`src/rtl/fft8_seq_if.sv`:
```
// rtl/fft8_seq_if.sv - sample-in / spectrum-out handshake bundle for fft8_seq
interface fft8_seq_if #(
  parameter int DW = 32
);
  logic          in_valid;
  logic          in_ready;
  logic [DW-1:0] in_data;
  logic          out_valid;
  logic          out_ready;
  logic [DW-1:0] out_data;
  logic          out_last;

  modport master (
    output in_valid, in_data, out_ready,
    input  in_ready, out_valid, out_data, out_last
  );

  modport slave (
    input  in_valid, in_data, out_ready,
    output in_ready, out_valid, out_data, out_last
  );
endinterface

```
`src/rtl/fft8_seq.sv`:
```
// rtl/fft8_seq.sv - 8-point radix-2 FFT, one shared butterfly over an 8-entry register file
module fft8_seq #(
  parameter int DW      = 32,
  parameter int BF_PIPE = 1
) (
  input  logic          ck,
  input  logic          rst_n,
  fft8_seq_if.slave     bus,
  input  logic [DW-1:0] W0,
  input  logic [DW-1:0] W1,
  input  logic [DW-1:0] W2,
  input  logic [DW-1:0] W3,
  output logic          busy
);

  localparam int HW = DW / 2;

  typedef enum logic [1:0] {
    S_LOAD,
    S_CALC,
    S_OUT
  } state_t;

  // Sign-magnitude Q4.11 multiply: magnitudes multiplied, bits [26:11] kept, sign reapplied.
  function automatic logic [HW-1:0] f_qmul(input logic [HW-1:0] a, input logic [HW-1:0] b);
    logic [HW-1:0] ma;
    logic [HW-1:0] mb;
    logic [HW-1:0] mag;
    ma  = a[HW-1] ? (~a + 16'd1) : a;
    mb  = b[HW-1] ? (~b + 16'd1) : b;
    mag = 16'(({16'd0, ma} * {16'd0, mb}) >> 11);
    return (a[HW-1] ^ b[HW-1]) ? (~mag + 16'd1) : mag;
  endfunction

  function automatic logic [2:0] f_bitrev3(input logic [2:0] n);
    return {n[0], n[1], n[2]};
  endfunction

  state_t        r_state;
  logic [3:0]    r_cnt;
  logic [DW-1:0] r_mem [8];
  logic [DW-1:0] r_w [4];
  logic          r_in_ready;
  logic          r_out_valid;
  logic          r_out_last;
  logic [DW-1:0] r_out_data;
  logic          r_busy;

  logic [2:0]    w_a;
  logic [2:0]    w_b;
  logic [1:0]    w_ws;
  logic          w_issue;
  logic          w_calc_done;
  logic          w_load_acc;
  logic [2:0]    w_nxt;

  logic [DW-1:0] w_x0;
  logic [DW-1:0] w_x1;
  logic [DW-1:0] w_tw;
  logic [HW-1:0] w_rr;
  logic [HW-1:0] w_ii;
  logic [HW-1:0] w_ri;
  logic [HW-1:0] w_ir;
  logic [HW-1:0] w_tre;
  logic [HW-1:0] w_tim;
  logic [DW-1:0] w_y0;
  logic [DW-1:0] w_y1;

  logic          w_wb_en;
  logic [2:0]    w_wb_a;
  logic [2:0]    w_wb_b;
  logic [DW-1:0] w_wb_y0;
  logic [DW-1:0] w_wb_y1;

  // In-place schedule; consecutive ops never touch each other's operands, so a
  // one-cycle write-back delay needs no forwarding.
  always_comb begin
    w_a  = 3'd0;
    w_b  = 3'd0;
    w_ws = 2'd0;
    case (r_cnt)
      4'd0:    {w_a, w_b, w_ws} = {3'd0, 3'd4, 2'd0};
      4'd1:    {w_a, w_b, w_ws} = {3'd2, 3'd6, 2'd0};
      4'd2:    {w_a, w_b, w_ws} = {3'd1, 3'd5, 2'd0};
      4'd3:    {w_a, w_b, w_ws} = {3'd3, 3'd7, 2'd0};
      4'd4:    {w_a, w_b, w_ws} = {3'd0, 3'd2, 2'd0};
      4'd5:    {w_a, w_b, w_ws} = {3'd4, 3'd6, 2'd2};
      4'd6:    {w_a, w_b, w_ws} = {3'd1, 3'd3, 2'd0};
      4'd7:    {w_a, w_b, w_ws} = {3'd5, 3'd7, 2'd2};
      4'd8:    {w_a, w_b, w_ws} = {3'd0, 3'd1, 2'd0};
      4'd9:    {w_a, w_b, w_ws} = {3'd4, 3'd5, 2'd1};
      4'd10:   {w_a, w_b, w_ws} = {3'd2, 3'd3, 2'd2};
      4'd11:   {w_a, w_b, w_ws} = {3'd6, 3'd7, 2'd3};
      default: {w_a, w_b, w_ws} = {3'd0, 3'd0, 2'd0};
    endcase
  end

  assign w_issue     = (r_state == S_CALC) && (r_cnt < 4'd12);
  assign w_calc_done = (r_state == S_CALC) && (r_cnt == 4'(11 + BF_PIPE));
  assign w_load_acc  = (r_state == S_LOAD) && r_in_ready && bus.in_valid;
  assign w_nxt       = r_cnt[2:0] + 3'd1;

  assign w_x0  = r_mem[w_a];
  assign w_x1  = r_mem[w_b];
  assign w_tw  = r_w[w_ws];

  assign w_rr  = f_qmul(w_x1[DW-1:HW], w_tw[DW-1:HW]);
  assign w_ii  = f_qmul(w_x1[HW-1:0],  w_tw[HW-1:0]);
  assign w_ri  = f_qmul(w_x1[DW-1:HW], w_tw[HW-1:0]);
  assign w_ir  = f_qmul(w_x1[HW-1:0],  w_tw[DW-1:HW]);
  assign w_tre = w_rr - w_ii;
  assign w_tim = w_ri + w_ir;
  assign w_y0  = {w_x0[DW-1:HW] + w_tre, w_x0[HW-1:0] + w_tim};
  assign w_y1  = {w_x0[DW-1:HW] - w_tre, w_x0[HW-1:0] - w_tim};

  if (BF_PIPE == 0) begin : g_wb_comb
    assign w_wb_en = w_issue;
    assign w_wb_a  = w_a;
    assign w_wb_b  = w_b;
    assign w_wb_y0 = w_y0;
    assign w_wb_y1 = w_y1;
  end else begin : g_wb_pipe
    logic          r_p_vld;
    logic [2:0]    r_p_a;
    logic [2:0]    r_p_b;
    logic [DW-1:0] r_p_y0;
    logic [DW-1:0] r_p_y1;

    always_ff @(posedge ck or negedge rst_n) begin
      if (!rst_n) begin
        r_p_vld <= 1'b0;
        r_p_a   <= '0;
        r_p_b   <= '0;
        r_p_y0  <= '0;
        r_p_y1  <= '0;
      end else begin
        r_p_vld <= w_issue;
        if (w_issue) begin
          r_p_a  <= w_a;
          r_p_b  <= w_b;
          r_p_y0 <= w_y0;
          r_p_y1 <= w_y1;
        end
      end
    end

    assign w_wb_en = r_p_vld;
    assign w_wb_a  = r_p_a;
    assign w_wb_b  = r_p_b;
    assign w_wb_y0 = r_p_y0;
    assign w_wb_y1 = r_p_y1;
  end

  // Register file is deliberately left out of reset.
  always_ff @(posedge ck) begin
    if (w_load_acc) begin
      r_mem[r_cnt[2:0]] <= bus.in_data;
    end else if (w_wb_en) begin
      r_mem[w_wb_a] <= w_wb_y0;
      r_mem[w_wb_b] <= w_wb_y1;
    end
  end

  always_ff @(posedge ck or negedge rst_n) begin
    if (!rst_n) begin
      r_state     <= S_LOAD;
      r_cnt       <= '0;
      r_in_ready  <= 1'b1;
      r_out_valid <= 1'b0;
      r_out_last  <= 1'b0;
      r_out_data  <= '0;
      r_busy      <= 1'b0;
      for (int i = 0; i < 4; i++) r_w[i] <= '0;
    end else begin
      case (r_state)
        S_LOAD: begin
          if (w_load_acc) begin
            if (r_cnt == 4'd7) begin
              r_state    <= S_CALC;
              r_cnt      <= '0;
              r_in_ready <= 1'b0;
              r_busy     <= 1'b1;
              r_w[0]     <= W0;
              r_w[1]     <= W1;
              r_w[2]     <= W2;
              r_w[3]     <= W3;
            end else begin
              r_cnt <= r_cnt + 4'd1;
            end
          end
        end
        S_CALC: begin
          if (w_calc_done) begin
            r_state     <= S_OUT;
            r_cnt       <= '0;
            r_out_valid <= 1'b1;
            r_out_last  <= 1'b0;
            r_out_data  <= r_mem[0];
          end else begin
            r_cnt <= r_cnt + 4'd1;
          end
        end
        S_OUT: begin
          // Bit-reversed read order turns the in-place result into natural frequency order.
          if (r_out_valid && bus.out_ready) begin
            if (r_cnt == 4'd7) begin
              r_state     <= S_LOAD;
              r_cnt       <= '0;
              r_out_valid <= 1'b0;
              r_out_last  <= 1'b0;
              r_out_data  <= '0;
              r_in_ready  <= 1'b1;
              r_busy      <= 1'b0;
            end else begin
              r_cnt      <= r_cnt + 4'd1;
              r_out_data <= r_mem[f_bitrev3(w_nxt)];
              r_out_last <= (r_cnt == 4'd6);
            end
          end
        end
        default: begin
          r_state <= S_LOAD;
          r_cnt   <= '0;
        end
      endcase
    end
  end

  assign bus.in_ready  = r_in_ready;
  assign bus.out_valid = r_out_valid;
  assign bus.out_data  = r_out_data;
  assign bus.out_last  = r_out_last;
  assign busy          = r_busy;

endmodule

```
`src/flat_wrapper.sv`:
```
// flat-port wrapper written by rule: the top's interface ports become plain ports
module fft8_seq_flat 
#(
  parameter int DW      = 32,
  parameter int BF_PIPE = 1
)
  (ck, rst_n, W0, W1, W2, W3, busy, bus_in_valid, bus_in_data, bus_out_ready, bus_in_ready, bus_out_valid, bus_out_data, bus_out_last);
  fft8_seq_if #(.DW(DW)) bus_i ();
  input  logic ck;
  input  logic rst_n;
  input  logic [DW-1:0] W0;
  input  logic [DW-1:0] W1;
  input  logic [DW-1:0] W2;
  input  logic [DW-1:0] W3;
  output logic busy;
  input wire logic [$bits(bus_i.in_valid)-1:0] bus_in_valid;
  input wire logic [$bits(bus_i.in_data)-1:0] bus_in_data;
  input wire logic [$bits(bus_i.out_ready)-1:0] bus_out_ready;
  output wire logic [$bits(bus_i.in_ready)-1:0] bus_in_ready;
  output wire logic [$bits(bus_i.out_valid)-1:0] bus_out_valid;
  output wire logic [$bits(bus_i.out_data)-1:0] bus_out_data;
  output wire logic [$bits(bus_i.out_last)-1:0] bus_out_last;
  assign bus_i.in_valid = bus_in_valid;
  assign bus_i.in_data = bus_in_data;
  assign bus_i.out_ready = bus_out_ready;
  assign bus_in_ready = bus_i.in_ready;
  assign bus_out_valid = bus_i.out_valid;
  assign bus_out_data = bus_i.out_data;
  assign bus_out_last = bus_i.out_last;
  fft8_seq #(.DW(DW), .BF_PIPE(BF_PIPE)) u_core (.ck(ck), .rst_n(rst_n), .bus(bus_i), .W0(W0), .W1(W1), .W2(W2), .W3(W3), .busy(busy));
endmodule
```
`config.mk`:
```
export PLATFORM = sky130hd
export DESIGN_NAME = fft8_seq_flat
export DESIGN_NICKNAME = d
export VERILOG_FILES = /design/src/rtl/fft8_seq_if.sv /design/src/rtl/fft8_seq.sv /design/src/flat_wrapper.sv
export SDC_FILE = /design/constraint.sdc
export NUM_CORES = 2
export LEC_CHECK = 0
export CORE_ASPECT_RATIO = 0.9
export CORE_UTILIZATION = 40
export CTS_BUF_LIST = sky130_fd_sc_hd__clkbuf_4
export CTS_CLUSTER_DIAMETER = 40
export DETAILED_ROUTE_END_ITERATION = 8
export GPL_TIMING_DRIVEN = 0
export HOLD_SLACK_MARGIN = 0.1
export PLACE_DENSITY = 0.62
export SLEW_MARGIN = 5
export SYNTH_ARGS = -nofsm -noshare
export SYNTH_HDL_FRONTEND = slang
export SYNTH_SLANG_ARGS = --single-unit
```
`constraint.sdc`:
```
create_clock -name ck -period 16.5 [get_ports ck]
set_clock_uncertainty 0.15 [all_clocks]
set_input_delay 3.3 -clock ck [delete_from_list [all_inputs] [get_ports ck]]
set_output_delay 3.3 -clock ck [all_outputs]
set_load 0.05 [all_outputs]
```
* Word-level counts from Yosys, hierarchy flattened
Memories as Yosys holds them, arrays and structs flattened. Index checks and enable logic that the tools add are counted.
Cells by class: reduce and logical (&&, ||, !) cells 15, $add $sub $neg 16, $mul 4, mux-type cells 48, order comparisons 2, equality and inequality tests 10, bitwise logic cells 13
Operator list (count):
- $mux 32 | 6
- $add 16x1->16 const B | 8
- $mux 16 | 8
- $not 16->16 | 8
- $mul 16x16->27 | 4
- $bmux 32 s2 | 1
- $pmux 32 s2 | 1
- $add 16x16->16 | 3
- $sub 16x16->16 | 3
- $reduce_or 32->1 | 1
- $mux 1 | 16
- $mux 4 | 4
- $pmux 4 s3 | 1
- $mux 2 | 5
- $reduce_and 5->1 | 2
- $eq 4x3->1 const B | 2
- $ne 2x1->1 const B | 4
- $pmux 1 s2 | 4
- $pmux 2 s3 | 1
- $reduce_and 3->1 | 2
- $logic_and 1x1->1 | 5
- $add 4x1->4 const B | 1
- $eq 4x4->1 const B | 1
- $lt 4x4->1 const B | 1
- other kinds (12) | 16
Storage, ports and cells: memory bits (read-only) 128, output and inout port bits 36, word-level logic and storage cells 126, register bits after elaboration 241, bits of input ports 164, memories 2, RAM bits 256
Memory list:
- u_core.r_mem | words 8, width 32, rd ports 4, clocked after Yosys merged registers in 0, write ports 2, RTL line fft8_seq.sv:41 | logic [DW-1:0] r_mem [8];
- (no name shown) | words 16, width 8, rd ports 1, clocked after Yosys merged registers in 0, write ports 0, RTL line fft8_seq.sv:81 | case (r_cnt)

* Longest topological paths before layout
An unclocked memory read counts as a cell.
word-level depth 14, depth in mapped cells 65

* Worst setup path before layout
Ideal clock, no wire load.
path kind reg2reg, start point register u_core.r_cnt[3], end point register u_core.g_wb_pipe.r_p_y1[15], path buffers 6, data required time 16217 ps, arrival time 12989 ps, slack 3228 ps, setup time 133 ps, stages on the path, launching flop included 55, cell sequence dfrtp_1 > buf_6 > buf_6 > or3b_4 > o221a_1 > a32o_1 > inv_2 > clkbuf_1 > clkbuf_1 > ha_1 > o211ai_4 > or4b_4 > nand2_1 > xor2_1 > nand2_1 > fa_1 > fa_1 > fa_1 > [19 not listed] > o21ai_0 > xor2_1 > ha_1 > o21a_1 > o311a_1 > a2111oi_0 > o21bai_1 > a21o_1 > xor2_1 > ha_1 > clkbuf_1 > nor2_1 > a221oi_1 > o31ai_1 > xnor2_1 > mux2i_1 > o32ai_1 > o41ai_2
Between the ends: word-level cells in the longest chain between the ends 14, elaborated cells on any way between the ends 32, classes of those cells add/sub (8); mul (2); order compare (1); mux (9); bitwise (9); reduce/logical (1); memory (2)
RTL lines:
- start: declaration | RTL line fft8_seq.sv:40 | logic [3:0] r_cnt;
- start signal: assignment | RTL line fft8_seq.sv:188 | r_cnt <= r_cnt + 4'd1;
- start signal: assignment | RTL line fft8_seq.sv:200 | r_cnt <= r_cnt + 4'd1;
- start signal: assignment | RTL line fft8_seq.sv:215 | r_cnt <= r_cnt + 4'd1;
- $mem_v2 16x8
- $not 2->3 (not written as such) | RTL line fft8_seq.sv:105 | assign w_tw = r_w[w_ws];
- $bmux 32 s2 | RTL line fft8_seq.sv:105
- $mux 32 (not written as such) (2 in a row) | RTL line fft8_seq.sv:105
- $not 16->16 | RTL line fft8_seq.sv:30 | mb = b[HW-1] ? (~b + 16'd1) : b;
- $add 16x1->16 | RTL line fft8_seq.sv:30
- $mux 16 | RTL line fft8_seq.sv:30
- $mul 16x16->27 | RTL line fft8_seq.sv:31 | mag = 16'(({16'd0, ma} * {16'd0, mb}) >> 11);
- $not 16->16 | RTL line fft8_seq.sv:32 | return (a[HW-1] ^ b[HW-1]) ? (~mag + 16'd1) : mag;
- $add 16x1->16 | RTL line fft8_seq.sv:32
- $mux 16 | RTL line fft8_seq.sv:32
- $add 16x16->16 | RTL line fft8_seq.sv:112 | assign w_tim = w_ri + w_ir;
- $sub 16x16->16 | RTL line fft8_seq.sv:114 | assign w_y1 = {w_x0[DW-1:HW] - w_tre, w_x0[HW-1:0] - w_tim};
- end signal: assignment | RTL line fft8_seq.sv:142 | r_p_y1 <= w_y1;
- end: declaration | RTL line fft8_seq.sv:127 | logic [DW-1:0] r_p_y1;
Several ways; a longest one is shown, not always the timed one. The select of a mux whose other input is x is not followed. A chain may end at the register's enable or synchronous reset.

* Final worst setup path
Ends and elaborated chain as after synthesis.

==> impl_results.md <==
- Timing endpoint of the critical path: u_core.g_wb_pipe.r_p_y1[15]
- CTS root buffer: sky130_fd_sc_hd__clkbuf_4
- Syn Nets: 8269
- Min Tclk post-route: 16310 ps
- Total number of vias: 56400
- Netlist Area Pre-Place: 64700 um^2
- Reg-to-reg startpoint: u_core.r_cnt[3]
- Number of cells produced by synthesis: 6954
- Post-synthesis async set-or-reset flop share: 48.3%
- Final hold vios: 0
- Most used cell, CP: sky130_fd_sc_hd__fa_1
- RSZ-0062 raised after global routing: yes
- Post-detail-place hpwl: 210000 um
- Distinct cell type count after synthesis: 130
- FF-to-FF path depth: 45
- Largest net degree at the start of global routing: 100
- Maximum operating frequency: 61.3 MHz
- Cts bufs inserted: 139
- Leakage power figure: 33.4 nW
- Post-route fraction of the period consumed by the critical path: 98.9%
- Routed met1 length: 101000 um
- Final WL: 265000 um
- Post-synth top area share: 23.1%
- CTS clock-pin slew for the worst setup and hold paths: 70 ps
- Core occupancy in the finished layout: 45.4%
- Area Growth Syn to Fin: 12.2%
- Worst reg-to-reg setup slack: 190 ps
- Number of top-level pins: 200
- Hold Crit Class: reg -> reg
- Final setup violating endpoints: 0
- Startpoint type of the worst setup path: flop
- Fraction of layout instances using a drive strength above 1: 11.0%
- Initial antenna violation count: 10
- Actual transition at the worst max-transition pin: 1540 ps
- Critical Path Start: u_core.r_cnt[3]
- Buffers & Inverters on Critical Path: 11
- Clock tree from TritonCTS: built
- Overall power: 0.00261 W
- Master of the slowest instance on the critical path: sky130_fd_sc_hd__a221oi_1
- Number of buffers inserted by hold repair at cts: 0
- Count of input and output buffers: 199
- Clock latency at the later pin of the worst-skew pair: 1170 ps
- Warnings from Yosys: 0
- Global-route congestion overflow total: 0
- Initial core utilization: 40.4%
- Worst-case headroom to the max-slew limit: -2.71%
- Setup slack after placement: -2890 ps
- Worst ir drop on vdd: 0.0000646 V
- Max_cap viols: 3
- Vertical die dimension: 384 um
- Number of max-slew violations in the final report: 33
- Most used flip-flop cell after synthesis: sky130_fd_sc_hd__edfxtp_1
- Failing checks: max-capacitance violations, max-slew violations
- DR WL met3: 33800 um
- Avg Cell Area, Syn: 9.30 um^2
- Final antenna-violating net count: 0
- Uppermost metal layer occupied by signal nets: met5
- Highest fanout seen on the critical path: 10
- Required time of the critical path: 17310 ps
- Number of global-route vias before repair: 57000
- Pwr/cell area: 36.0 nW/um^2
- Worst Setup End Kind: flop
- Maximum clock path buffer count: 3
- Sum of met2 wire segment lengths after detailed routing: 113000 um
- Average via count per standard cell: 5.90
- Number of iterations in the first detailed-routing pass: 6
- Category of cells accounting for the largest share of critical-path delay: adder cells
- Placeable core region: 160000 um^2
- Global-route wire length before repair: 384000 um
- TritonCTS sink count: 495
- Total GRT Usage: 32.5%
- Data arrival time of the worst path: 17120 ps
- Worst Hold Depth: 2
- Min setup slack post-route: 188 ps
- Number of DRC violations after detailed routing: 0
- Capturing point of the worst reg2reg path: u_core.g_wb_pipe.r_p_y1[15]
- Standard-cell row count: 139
- Number of synthesized register bits: 495
- Initial drt markers: 6901
- RD Place Congestion: 1.04
- Commonest non-fill, non-tap cell in the layout: sky130_fd_sc_hd__inv_1
- Level count of the clock H-tree: 4
- Logic depth of the worst setup path including buffers: 45
- WL per Instance: 27.7 um
- Synth area leader: sky130_fd_sc_hd__fa_1
- Commonest cells after routing, fill and taps aside: sky130_fd_sc_hd__inv_1 (1005), sky130_fd_sc_hd__nand2_1 (791), sky130_fd_sc_hd__nor2_1 (748), sky130_fd_sc_hd__fa_1 (746), sky130_fd_sc_hd__ha_1 (405)
- Outcome: finished with violations
- Biggest cell delay along the critical path: 1160 ps
- CP Class: reg -> reg
- Area of the die: 163000 um^2
- Share of the yosys chip area belonging to registers: 21.1%
- Area contributors post-synth: sky130_fd_sc_hd__fa_1 (23%), sky130_fd_sc_hd__edfxtp_1 (12%), sky130_fd_sc_hd__dfrtp_1 (9.2%)
- Die Width: 426 um
- Final Net Count: 8639
- Count of flip-flops with a built-in enable after synthesis: 256
==> how the worst min path moves through the flow <==
stage	start	endpoint	slack, ps
after floorplan	u_core.g_wb_pipe.r_p_y0[17]	u_core.g_wb_pipe.r_p_y0[17]	300
final	u_core.g_wb_pipe.r_p_y0[23]	u_core.g_wb_pipe.r_p_y0[23]	330
after global routing	u_core.g_wb_pipe.r_p_y1[16]	u_core.g_wb_pipe.r_p_y1[16]	350
after global placement	u_core.g_wb_pipe.r_p_y0[1]	u_core.g_wb_pipe.r_p_y0[1]	310
after CTS	u_core.g_wb_pipe.r_p_y0[22]	u_core.g_wb_pipe.r_p_y0[22]	340
after detailed placement	u_core.g_wb_pipe.r_p_y1[0]	u_core.g_wb_pipe.r_p_y1[0]	320
==> kinds of logic (layout without fill, tap and decap cells) <==
group / after synthesis / count (layout) / share of synthesized area, %
other: 0 / 9 / 0
adders and majority gates: 1151 / 1151 / 30.9
DFF: 495 / 495 / 21.1
muxes: 473 / 473 / 10.2
buffers and inverters: 1426 / 1904 / 8.75
and+or+nand+nor: 2019 / 2019 / 13.7
AOI/OAI and AO/OA: 1079 / 1079 / 10.8
xor gates and xnor gates: 311 / 311 / 4.40
==> stage by stage <==
stage                     cells  cell area [um^2]  hold WS [ps]  TNS [ps]
after floorplan            6954             64700           295         0
after global placement     9268             69300           311    -50000
after detailed placement   9290             70100           319    -27820
after CTS                  9541             72200           336         0
after global routing       9553             72600           354      -181
final                      9556             72600           328         0
==> worst reg2reg max path: cells and delay by family (launching register included) <==
family	cells	cell delay, ps
XOR/XNOR	3	840
flip-flops	1	440
AO/OA/AOI/OAI	10	3480
AND/OR/NAND/NOR	9	2880
multiplexers	3	1420
adder cells (fa/ha/maj)	9	4070
buffers and inverters	11	2920
==> layer usage <==
| metal | GRT usage (%) | vias up |
|---|---|---|
| met1 | 41.2 | 28000 |
| met5 | 0 | - |
| li1 | - | 23800 |
| met4 | 19.1 | 6 |
| met3 | 11.6 | 821 |
| met2 | 47.4 | 3811 |
==> state kept, by name, indices dropped and copies added (netlist names), 2 cells and up <==
| name | count |
|---|---|
| u_core.g_wb_pipe.r_p_y1 | 32 |
| u_core.r_state | 2 |
| u_core.g_wb_pipe.r_p_b | 3 |
| u_core.g_wb_pipe.r_p_a | 3 |
| u_core.r_mem | 256 |
| u_core.r_w | 128 |
| u_core.bus.out_data | 32 |
| u_core.r_cnt | 4 |
| u_core.g_wb_pipe.r_p_y0 | 30 |
==> area by class of cell <==
class                           instances  area [um^2]
Sequential cell                       495        13700
Tap cell                             2115         2650
Buffer                                411         1910
Antenna cell                            9         22.5
Inverter                             1012         3800
Fill cell                           15400        87400
Clock buffer                          207         1550
Multi-Input combinational cell       5033        46100
Timing Repair Buffer                  232         2620
Clock inverter                         42          277
==> power by group <==
group          switching (W)  internal [W]
clock network       0.000599      0.000624
registers                  0       0.00130
logic              0.0000405     0.0000460
==> synthesized netlist by cell type (23+ instances only) <==
cell / number
sky130_fd_sc_hd__xor2_1: 97
sky130_fd_sc_hd__a21o_1: 56
sky130_fd_sc_hd__nand2_1: 792
sky130_fd_sc_hd__buf_6: 26
sky130_fd_sc_hd__inv_1: 1006
sky130_fd_sc_hd__buf_2: 23
sky130_fd_sc_hd__fa_1: 746
sky130_fd_sc_hd__ha_1: 405
sky130_fd_sc_hd__mux4_2: 132
sky130_fd_sc_hd__nor2b_1: 53
sky130_fd_sc_hd__o21bai_1: 36
sky130_fd_sc_hd__o21ai_0: 208
sky130_fd_sc_hd__and2_1: 87
sky130_fd_sc_hd__dfrtp_1: 238
sky130_fd_sc_hd__a31oi_1: 42
sky130_fd_sc_hd__nor3_1: 65
sky130_fd_sc_hd__clkbuf_1: 307
sky130_fd_sc_hd__buf_1: 45
sky130_fd_sc_hd__mux2_2: 174
sky130_fd_sc_hd__xnor2_1: 205
sky130_fd_sc_hd__mux2i_1: 164
sky130_fd_sc_hd__o221ai_1: 24
sky130_fd_sc_hd__a22oi_1: 41
sky130_fd_sc_hd__nand3_1: 42
sky130_fd_sc_hd__nand2b_1: 48
sky130_fd_sc_hd__nor2_1: 753
sky130_fd_sc_hd__a21oi_1: 406
sky130_fd_sc_hd__and3_1: 30
sky130_fd_sc_hd__edfxtp_1: 256
==> what timing repair did <==
action,in CTS,in global routing
endpoints found under the setup margin,31,15
resized for setup,46,99
buffers inserted,3,8
pin swaps,3,5
Power figures use the tool's default switching activity.
==> RTL change, RTL diff (same flow settings) <==
`BF_PIPE` is set to 1 in 2 places; all go to 0.
--- a/src/rtl/fft8_seq.sv
+++ b/src/rtl/fft8_seq.sv
@@ -1,7 +1,7 @@
 // rtl/fft8_seq.sv - 8-point radix-2 FFT, one shared butterfly over an 8-entry register file
 module fft8_seq #(
   parameter int DW      = 32,
-  parameter int BF_PIPE = 1
+  parameter int BF_PIPE = 0
 ) (
   input  logic          ck,
   input  logic          rst_n,
--- a/src/flat_wrapper.sv
+++ b/src/flat_wrapper.sv
@@ -2,7 +2,7 @@
 module fft8_seq_flat 
 #(
   parameter int DW      = 32,
-  parameter int BF_PIPE = 1
+  parameter int BF_PIPE = 0
 )
   (ck, rst_n, W0, W1, W2, W3, busy, bus_in_valid, bus_in_data, bus_out_ready, bus_in_ready, bus_out_valid, bus_out_data, bus_out_last);
   fft8_seq_if #(.DW(DW)) bus_i ();
Function: no difference found for any inputs over 4 cycles, from zero or initial values and one cycle with rst_n low; that may be too few to reach the edited logic, so the function may still have changed.
==> RTL change against the unedited design <==
- synthesized area is 4.4% lower
- design area down 5.0%
- via count fell by 4.7%
- sequential share of layout area fell by 1.5 points
- fmax is 0.10% lower
- the run ends with design-rule violations left
- count of clock-buffer cells in the layout fell by 50
- routed wire length decreased by 4.4%
- non-clock buffer count shrank 53
- cell count is 4.9% lower
- largest cell class unchanged
- sequential cell count shrank 69
- highest routed layer unchanged
- setup slack worse by 0.017 ns
- hold slack improved by 0.018 ns
Power is not shown: default switching activity piles up to over one toggle a cycle in this logic, so the estimate is an artifact.
==> RTL change: results <==
{
  "status": "finished, violations left",
  "violations": "design-rule violations",
  "grt_use_total_pct": 32.2,
  "dp.cells": 8882,
  "grt_pass1_wl_um": 366000,
  "grt_use_met2_pct": 48.9,
  "cts_buffers": 111,
  "place_area_sq_mm": 0.0669,
  "synthArstFlopShare_pct": 39.9,
  "cp_top_family": "simple AND/OR/NAND/NOR gates",
  "grt_max_degree": 116,
  "avgSynthCellArea_sq_um": 9.28,
  "dpl.hpwl_um": 201000,
  "synth_common_cells": "1022 x inv_1, 746 x fa_1, 689 x nor2_1, 682 x nand2_1, 447 x a21oi_1",
  "layout.nets": 8309,
  "root_buffer": "clkbuf_4",
  "cpMaxStageDelayCell": "nor4_1",
  "clock_latency_ns": 1.07,
  "use_met1_pct": 41.7,
  "critical_path_arrival_ns": 16.98,
  "grt_use_met3_pct": 9.12,
  "slowest_delay_ns": 0.76,
  "synth.distinct_cells": 118,
  "drt_first_pass_iters": 8,
  "drc": 2,
  "gp_congestion": 1.07,
  "met3_wirelength_um": 31700,
  "drt-met1-wl_um": 96800,
  "grt_pass1_vias": 54100,
  "wl_met2_um": 109000,
  "yosysSeqAreaShare_pct": 19.3,
  "h-tree-depth": 3,
  "place_ws_ns": -1.45,
  "tightestPinTransition_ns": 1.49,
  "dr.first_iter.drc_count": 7381,
  "antenna_found_initial": 7
}
-- RTL change: repair_timing --
item | CTS | global route
hold endpoints to repair | 0 | 0
setup endpoints to repair | 79 | 94
gates resized for setup | 48 | 100
buffers inserted | 3 | 3
-- RTL change: layout make-up --
class / instances / area (sq um)
Timing Repair Buffer: 228 / 2430
Tap cell: 2001 / 2500
Sequential cell: 426 / 11900
Inverter: 1023 / 3850
Clock inverter: 44 / 300
Antenna cell: 5 / 12.5
Fill cell: 14900 / 84200
Clock buffer: 157 / 1180
Buffer: 362 / 1700
Multi-Input combinational cell: 4843 / 45100
-- RTL change: worst paths after layout --
| kind | start | to | slack (ns) | cells after the start |
|---|---|---|---|---|
| setup / recovery | u_core.r_cnt[0] | u_core.r_mem[4][31] | 0.17 | 49 |
| hold / removal | u_core.busy | u_core.busy | 0.35 | 1 |
| setup reg to reg | u_core.r_cnt[0] | u_core.r_mem[4][31] | 0.17 | 49 |
| hold reg to reg | u_core.busy | u_core.busy | 0.35 | 1 |
| max in group asynchronous | rst_n | u_core.r_w[80] | 13.14 | 2 |
| min in group asynchronous | rst_n | u_core.bus.out_data[12] | 1.87 | 1 |
-- RTL change: logic make-up (layout without fill, tap and decap cells) --
group / count (synthesis) / count (layout) / synth area share [%]
muxes: 458 / 458 / 10.4
adders and majority gates: 1150 / 1150 / 32.3
other: 0 / 5 / 0
DFF: 426 / 426 / 19.3
buffers and inverters: 1391 / 1814 / 8.87
AOI/OAI and AO/OA: 1023 / 1023 / 10.6
and+or+nand+nor: 1908 / 1908 / 13.9
xor gates and xnor gates: 304 / 304 / 4.53
